--- src/rtl/uart_periph.sv ---
// Memory-mapped UART peripheral: TXD/RXD/CON registers, RX/TX FIFOs, status sync, TX launch FSM.
// Optional interrupt output enabled by defining UART_PERIPH_IRQ_EN.

module uart_periph_fifo #(
  parameter int DEPTH = 4,
  parameter int W     = 8
) (
  input  logic         clk,
  input  logic         rst,
  input  logic         i_push,
  input  logic [W-1:0] i_din,
  input  logic         i_pop,
  output logic [W-1:0] o_head,
  output logic         o_full,
  output logic         o_empty,
  output logic         o_drop
);
  localparam int AW = $clog2(DEPTH);
  localparam logic [AW:0] FULL_CNT = (AW+1)'(DEPTH);

  logic [W-1:0]  r_mem [DEPTH];
  logic [AW-1:0] r_wr, r_rd;
  logic [AW:0]   r_cnt;
  logic          w_push, w_pop;

  assign o_empty = (r_cnt == '0);
  assign o_full  = (r_cnt == FULL_CNT);
  assign o_head  = r_mem[r_rd];
  assign w_pop   = i_pop & ~o_empty;
  // A full FIFO still takes a push when the same cycle pops it
  assign w_push  = i_push & (~o_full | w_pop);
  assign o_drop  = i_push & ~w_push;

  always_ff @(posedge clk) begin
    if (rst) begin
      r_wr  <= '0;
      r_rd  <= '0;
      r_cnt <= '0;
    end else begin
      if (w_push) begin
        r_mem[r_wr] <= i_din;
        r_wr        <= r_wr + AW'(1);
      end
      if (w_pop) r_rd <= r_rd + AW'(1);
      r_cnt <= r_cnt + (AW+1)'(w_push) - (AW+1)'(w_pop);
    end
  end
endmodule

module uart_periph #(
  parameter logic [31:0] BASE_ADDR   = 32'h4000_0018,
  parameter int          FIFO_DEPTH  = 4,
  parameter int          SYNC_STAGES = 2
) (
  input  logic        sysclk,
  input  logic        reset,
  input  logic        MemRead,
  input  logic        MemWrite,
  input  logic [31:0] Address,
  input  logic [31:0] WriteData,
  output logic [31:0] ReadData,
  input  logic [7:0]  rx_data,
  input  logic        rx_status,
  output logic [7:0]  tx_data,
  output logic        tx_start,
  input  logic        tx_status
`ifdef UART_PERIPH_IRQ_EN
  , output logic      irq
`endif
);
  localparam logic [31:0] A_TXD = BASE_ADDR;
  localparam logic [31:0] A_RXD = BASE_ADDR + 32'd4;
  localparam logic [31:0] A_CON = BASE_ADDR + 32'd8;

  typedef enum logic [1:0] {S_IDLE, S_LAUNCH, S_DRAIN} tx_state_t;

  tx_state_t r_state, w_next;

  logic                   w_wr_txd, w_rd_rxd, w_wr_con;
  logic [SYNC_STAGES-1:0] r_rx_sync, r_tx_sync;
  logic                   r_rx_prev, w_rx_rise, w_tx_idle;
  logic [7:0]             w_rx_head, w_tx_head, r_tx_data;
  logic                   w_rx_full, w_rx_empty, w_rx_drop;
  logic                   w_tx_full, w_tx_empty, w_tx_drop;
  logic                   w_tx_pop, w_busy;
  logic                   r_rx_ovf, r_tx_ovf, w_irq_en;
  logic                   w_unused;

  assign w_wr_txd = MemWrite & (Address == A_TXD);
  assign w_rd_rxd = MemRead  & (Address == A_RXD);
  assign w_wr_con = MemWrite & (Address == A_CON);
  assign w_unused = ^WriteData[31:8];

  // RX chain resets high so a receiver already holding "ready" is not seen as a new byte
  always_ff @(posedge sysclk) begin
    if (reset) begin
      r_rx_sync <= '1;
      r_rx_prev <= 1'b1;
      r_tx_sync <= '0;
    end else begin
      r_rx_sync <= {r_rx_sync[SYNC_STAGES-2:0], rx_status};
      r_rx_prev <= r_rx_sync[SYNC_STAGES-1];
      r_tx_sync <= {r_tx_sync[SYNC_STAGES-2:0], tx_status};
    end
  end

  assign w_rx_rise = r_rx_sync[SYNC_STAGES-1] & ~r_rx_prev;
  assign w_tx_idle = r_tx_sync[SYNC_STAGES-1];

  uart_periph_fifo #(.DEPTH(FIFO_DEPTH), .W(8)) u_rx_fifo (
    .clk    (sysclk),
    .rst    (reset),
    .i_push (w_rx_rise),
    .i_din  (rx_data),
    .i_pop  (w_rd_rxd),
    .o_head (w_rx_head),
    .o_full (w_rx_full),
    .o_empty(w_rx_empty),
    .o_drop (w_rx_drop)
  );

  uart_periph_fifo #(.DEPTH(FIFO_DEPTH), .W(8)) u_tx_fifo (
    .clk    (sysclk),
    .rst    (reset),
    .i_push (w_wr_txd),
    .i_din  (WriteData[7:0]),
    .i_pop  (w_tx_pop),
    .o_head (w_tx_head),
    .o_full (w_tx_full),
    .o_empty(w_tx_empty),
    .o_drop (w_tx_drop)
  );

  always_ff @(posedge sysclk) begin
    if (reset) r_state <= S_IDLE;
    else       r_state <= w_next;
  end

  always_comb begin
    w_next = r_state;
    case (r_state)
      S_IDLE:   if (!w_tx_empty && w_tx_idle) w_next = S_LAUNCH;
      S_LAUNCH: if (!w_tx_idle)               w_next = S_DRAIN;
      S_DRAIN:  if (w_tx_idle)                w_next = S_IDLE;
      default:                                w_next = S_IDLE;
    endcase
  end

  always_comb begin
    w_tx_pop = (r_state == S_IDLE) & ~w_tx_empty & w_tx_idle;
    tx_start = (r_state == S_LAUNCH);
    w_busy   = (r_state != S_IDLE);
  end

  always_ff @(posedge sysclk) begin
    if (reset)         r_tx_data <= 8'h00;
    else if (w_tx_pop) r_tx_data <= w_tx_head;
  end

  assign tx_data = r_tx_data;

  // Sticky flags: a set in the same cycle as a clear wins
  always_ff @(posedge sysclk) begin
    if (reset) begin
      r_rx_ovf <= 1'b0;
      r_tx_ovf <= 1'b0;
    end else begin
      if (w_rx_drop)                    r_rx_ovf <= 1'b1;
      else if (w_wr_con && WriteData[3]) r_rx_ovf <= 1'b0;
      if (w_tx_drop)                    r_tx_ovf <= 1'b1;
      else if (w_wr_con && WriteData[4]) r_tx_ovf <= 1'b0;
    end
  end

`ifdef UART_PERIPH_IRQ_EN
  logic r_irq_en, r_irq;

  always_ff @(posedge sysclk) begin
    if (reset) begin
      r_irq_en <= 1'b0;
      r_irq    <= 1'b0;
    end else begin
      if (w_wr_con) r_irq_en <= WriteData[6];
      r_irq <= r_irq_en & (~w_rx_empty | (w_tx_empty & ~w_busy));
    end
  end

  assign w_irq_en = r_irq_en;
  assign irq      = r_irq;
`else
  assign w_irq_en = 1'b0;
`endif

  always_comb begin
    ReadData = '0;
    if (Address == A_RXD)
      ReadData = {24'b0, (w_rx_empty ? 8'h00 : w_rx_head)};
    else if (Address == A_CON)
      ReadData = {25'b0, w_irq_en, w_busy, r_tx_ovf, r_rx_ovf,
                  ~w_rx_empty, w_tx_empty, w_tx_full};
  end

  logic w_unused_full;
  assign w_unused_full = w_rx_full;
endmodule

--- config.mk ---
export PLATFORM = sky130hd
export DESIGN_NAME = uart_periph
export DESIGN_NICKNAME = d
export VERILOG_FILES = /design/src/rtl/uart_periph.sv
export SDC_FILE = /design/constraint.sdc
export NUM_CORES = 1
export LEC_CHECK = 0
export BUFFER_PORTS_ARGS = -buffer_cell sky130_fd_sc_hd__buf_2
export CORE_MARGIN = 2
export CORE_UTILIZATION = 47
export DETAILED_ROUTE_END_ITERATION = 8
export PLACE_DENSITY = 0.73
export SLEW_MARGIN = 20
export SYNTH_ARGS = -nofsm -noshare
export SYNTH_HDL_FRONTEND = slang
export SYNTH_SLANG_ARGS = --single-unit
--- constraint.sdc ---
create_clock -name sysclk -period 5.2 [get_ports sysclk]
set_input_delay 1.04 -clock sysclk [delete_from_list [all_inputs] [get_ports sysclk]]
set_output_delay 1.04 -clock sysclk [all_outputs]
set_load 0.03 [all_outputs]
======== After elaboration in Yosys (flattened, before gate mapping) ========
Memory sizes are Yosys's and may differ from the RTL's. A register that Yosys moved wholly into a read port is not among the register bits.
Index checks and enable logic that the tools add are counted.
word-level totals
  RAM bits ................................ 64
  register bits after elaboration ......... 23
  input bits .............................. 78
  logic and storage cells ................. 83
  memories kept ........................... 2
operators by class
  $add $sub $neg .......................... 8
  eq/ne operators ......................... 10
  reductions and logical operators ........ 11
  muxes and demuxes ....................... 19
  bitwise logic cells ..................... 21
memory list
  memory           depth  bits a word  read ports  clocked after Yosys merged registers in  write ports  RTL line  RTL
  u_rx_fifo.r_mem  4      8            1           1                                        1            21        logic [W-1:0] r_mem [DEPTH];
  u_tx_fifo.r_mem  4      8            1           1                                        1            21
operator list
  kind                    count
  $eq A32 B31 Y1 const B  3
  $mux W8                 2
  $and A1 B1 Y1           12
  $mux W1                 10
  $mux W2                 5
  $add A2 B1 Y2 const B   4
  $not A1 Y1              7
  $add A3 B1 Y3           2
  $eq A3 B3 Y1 const B    2
  $logic_not A3 Y1        2
  $mux W6                 1
  $ne A2 B2 Y1 const B    3
  $pmux W2 S3             1
  $reduce_bool A2 Y1      3
  $sub A3 B1 Y3           2
  $logic_and A1 B1 Y1     3
  $reduce_and A3 Y1       1
  $eq A2 B1 Y1 const B    1
  $eq A2 B2 Y1 const B    1
  $logic_not A2 Y1        1
  $or A1 B1 Y1            2
  $logic_not A1 Y1        1

======== Depth between registers and ports, before layout ========
  word-level depth ........................ 10
  mapped depth ............................ 12
  depth with buffers taken out ............ 12

======== By module ========
From an unflattened synthesis, not the netlist that was laid out.
unflattened totals
  cell total of the unflattened synthesis .. 298
  area, all modules ....................... 4332.9 um^2
by module, submodules not included
  module                         cells each  sequential area each (um^2)  area an instance (um^2)  times used
  uart_periph_fifo at u_tx_fifo  92          1141.1                       1669.1                   1
  uart_periph_fifo at u_rx_fifo  91          1141.1                       1637.8                   1
  uart_periph                    115         340.3                        1026.0                   1

======== Least setup slack after synthesis ========
No wires, ideal clock.
  path type ............................... input -> output
  start point ............................. input port Address[22]
  end point ............................... output port ReadData[1]
  buffers on the path ..................... 0
  setup slack ............................. 1.709 ns
  data arrival time ....................... 2.451 ns
  stages on the path ...................... 5
  data required time ...................... 4.160 ns
  path through ............................ nor4_1 -> nand3_1 -> nor2_1 -> nand3b_1 -> o22ai_1
between the ends
  word-level cells in the longest chain between the ends .. 3
RTL lines
  item                RTL line  RTL
  start: declaration  59        input logic [31:0] Address,
  $eq A32 B31 Y1      198       else if (Address == A_CON)
  $mux W6             198
  $mux W8 (*)         196       if (Address == A_RXD)
  end: declaration    61        output logic [31:0] ReadData,
Every way passes the cells marked *; elsewhere a longest branch is shown, timed or not.

======== Final worst setup path ========
  start point ............................. input port Address[8]
  end point ............................... output port ReadData[3]
The elaborated chain is that of the path after synthesis.

==> results.py <==
metrics = {
    "outcome": {
        "status": "completed",
    },
    "synth": {
        "synth.most_common_cell": "edfxtp_1",
        "synthTopCellsByArea": "edfxtp_1 (45%), dfxtp_1 (15%), mux4_2 (8.4%), buf_4 (4.2%), ha_1 (3.5%)",
        "synth.avg_cell_area_um2": 14.0,
        "syn_inst": 306,
        "synth_edf_count": 64,
        "synth_commonest_cells": "edfxtp_1 (64), dfxtp_1 (33), buf_4 (24)",
        "synth_top_cell_by_area": "edfxtp_1",
        "netlist_area_um2": 4280,
        "synth-async-reset-ratio_pct": 0,
        "ys_seq_area_share_pct": 60.3,
        "ys.flop_type": "edfxtp_1",
        "ys_ff_latch": 97,
        "yosys_warnings": 0,
        "ys_types": 49,
        "synth.top_cell.area_share_pct": 44.9,
    },
    "floorplan": {
        "die_area_um2": 9890,
        "chipHeight_um": 99.4,
        "fp.dieW_um": 99.4,
        "io_pins": 119,
        "start_util_pct": 48.9,
        "fp.coreArea_um2": 8760,
        "num_rows": 34,
    },
    "worst_setup_path": {
        "crit_required_ns": 4.16,
        "r2r-end": "u_tx_fifo.r_cnt[2]",
        "critical_path_arrival_ns": 2.89,
        "critical_path.endpoint": "ReadData[3]",
        "crit-reg2reg-launch": "r_state[0]",
        "crit_path_max_fanout": 6,
        "crit_path_start": "Address[8]",
        "reg2reg_slack_ns": 2.31,
        "start_kind": "input pin",
        "endpoint_kind": "primary output",
        "crit_type": "in2out",
        "r2r_cells": 11,
    },
    "sta": {
        "tightest_slew_ns": 0.721,
        "maxSlewViolCount": 0,
        "hold_viol_final": 0,
        "clock.fmax_mhz": 254,
        "period_needed_ns": 3.93,
        "fin_skew_ns": 0.0103,
        "grt_setup_unrepaired": "no",
        "min_period_over_period_pct": 75.6,
        "finalSetupTns_ns": 0,
        "max_slew_margin_pct": 51.9,
        "setup_viol": 0,
    },
    "final_layout": {
        "syn_to_final_growth_pct": 13.7,
        "nNetsFinal": 473,
        "nFillCells": 737,
        "antenna_cells": 0,
        "drive_gt1_share_pct": 32.9,
    },
    "placement": {
        "dp.final_hpwl_mm": 5.32,
        "portBuffers": 70,
        "finalWeightedCongestion": 0.762,
    },
    "cts": {
        "htreeDepth": 3,
        "post_cts_buffers": 0,
        "clockRootBuffer": "clkbuf_8",
        "cts_tree": "built",
        "cts_hold_buf": 0,
        "clkTransAtPathRegs_ns": 0.09,
        "cts_buffers": 9,
        "cts.path.max_buffers": 2,
        "post_cts_resized": 0,
        "worstSkewPairLatency_ns": 0.35,
        "cts_num_sinks": 97,
    },
    "route": {
        "num_vias": 2515,
        "wl_per_cell_um": 15.2,
        "dr.pass1.iters": 4,
        "ant_nets": 0,
        "post-route-drc-count": 0,
        "wirelength_mm": 7.52,
        "via_per_inst": 5.09,
        "drt_iter0_drc": 83,
    },
    "power_and_ir_drop": {
        "power_mw": 1.39,
        "peakVddDrop_v": 0.000146,
        "p_per_area_nw_per_um2": 285,
        "p_leak_nw": 1.84,
    },
    "global_routing": {
        "grt_pass1_wl_mm": 12.2,
        "grt_overflow_total": 0,
        "grt_usage_pct": 16.0,
        "grt_pass1_vias": 2550,
        "antenna_found_initial": 0,
        "grt_max_degree": 42,
    },
    "job": {
        "cap_violations": 0,
    },
    "hold_path": {
        "hold_path.class": "reg2reg",
    },
}
[cell families (layout without fill, tap and decap cells)]
kind of cell | after synthesis | after routing | synth area share (%)
compound gates | 21 | 21 | 3.19
xor+xnor | 9 | 9 | 1.84
mux | 19 | 19 | 9.15
simple gates | 92 | 92 | 14.1
fa+ha+maj | 14 | 14 | 4.44
other cells | 1 | 24 | 0.0876
flops | 97 | 97 | 60.3
buf+inv | 53 | 110 | 6.84
[layout make-up]
cell class                      instances  area (µm²)  share of cell area (%)
Clock inverter                          6        63.8                    1.31
Sequential cell                        97        2580                    53.1
Tap cell                              108         135                    2.78
Timing Repair Buffer                   74         380                    7.81
Inverter                               20        75.1                    1.54
Clock buffer                           10         138                    2.83
Multi-Input combinational cell        179        1490                    30.7
[through the flow]
step	cell area (µm²)	worst slack [ns]	util [%]	instances	hold WS [ns]
4_1_cts	4870	1.32	55.5	494	0.427
2_1_floorplan	4370	1.71	-	329	0.389
5_1_grt	4870	1.10	55.5	494	0.451
3_5_place_dp	4670	1.33	53.2	478	0.404
6_report	4870	1.27	55.5	494	0.425
3_3_place_gp	4670	1.35	53.2	478	0.392
[registers in the layout, summed over array words and instances, names as in the netlist, named ones only]
| signal | cells |
|---|---|
| u_tx_fifo.r_mem | 32 |
| r_state | 2 |
| u_rx_fifo.r_wr | 2 |
| u_rx_fifo.r_cnt | 3 |
| r_tx_sync | 2 |
| u_tx_fifo.r_rd | 2 |
| u_rx_fifo.r_rd | 2 |
| u_tx_fifo.r_cnt | 3 |
| r_rx_sync | 2 |
| r_tx_ovf | 1 |
| r_rx_ovf | 1 |
| tx_data | 8 |
| u_rx_fifo.r_mem | 32 |
| r_rx_prev | 1 |
| u_tx_fifo.r_wr | 2 |
[metal layers]
metal / vias up / wire (µm) / track usage [%]
met3: 4 / 469 / 4.43
met2: 94 / 3710 / 27.4
met5: - / 0 / 0
met4: 0 / 48 / 4.43
met1: 1213 / 3300 / 20.1
li1: 1204 / - / -
[placed cells by master, fill, tap and decap left out, types with 4 or more instances in the layout]
master,netlist,final
buf_2,3,70
edfxtp_1,64,64
dfxtp_1,33,33
conb_1,1,24
nand2_1,21,21
inv_1,18,18
nor2_1,17,17
mux4_2,16,16
ha_1,12,12
a21oi_1,10,10
clkbuf_8,0,10
nor3b_1,6,6
nor2b_1,6,6
o22ai_1,6,6
xnor2_1,6,6
and2_1,4,4
buf_4,24,4
[power breakdown]
part | switching (mW) | internal (mW) | total, mW
clock | 0.258 | 0.237 | 0.495
combinational | 0.0479 | 0.0218 | 0.0696
sequential | 0.00145 | 0.822 | 0.824
[critical path, stage by stage]
cell      delay (ns)
buf_2           0.10
nor4_2          0.31
nand4_1         0.25
nor2_1          0.32
nand3b_1        0.29
o22ai_1         0.32
buf_2           0.25
[worst min-delay path by stage]
stage	startpoint	cells after the start	slack, ns	endpoint
final	r_rx_sync[0]	1	0.43	r_rx_sync[1]
after global routing	r_rx_sync[0]	1	0.45	r_rx_sync[1]
after CTS	r_rx_sync[0]	1	0.43	r_rx_sync[1]
after detailed placement	r_rx_sync[0]	1	0.40	r_rx_sync[1]
after global placement	r_rx_sync[0]	1	0.39	r_rx_sync[1]
after floorplan	r_rx_sync[0]	1	0.39	r_rx_sync[1]
No activity file was read; power rests on OpenSTA's default activity.
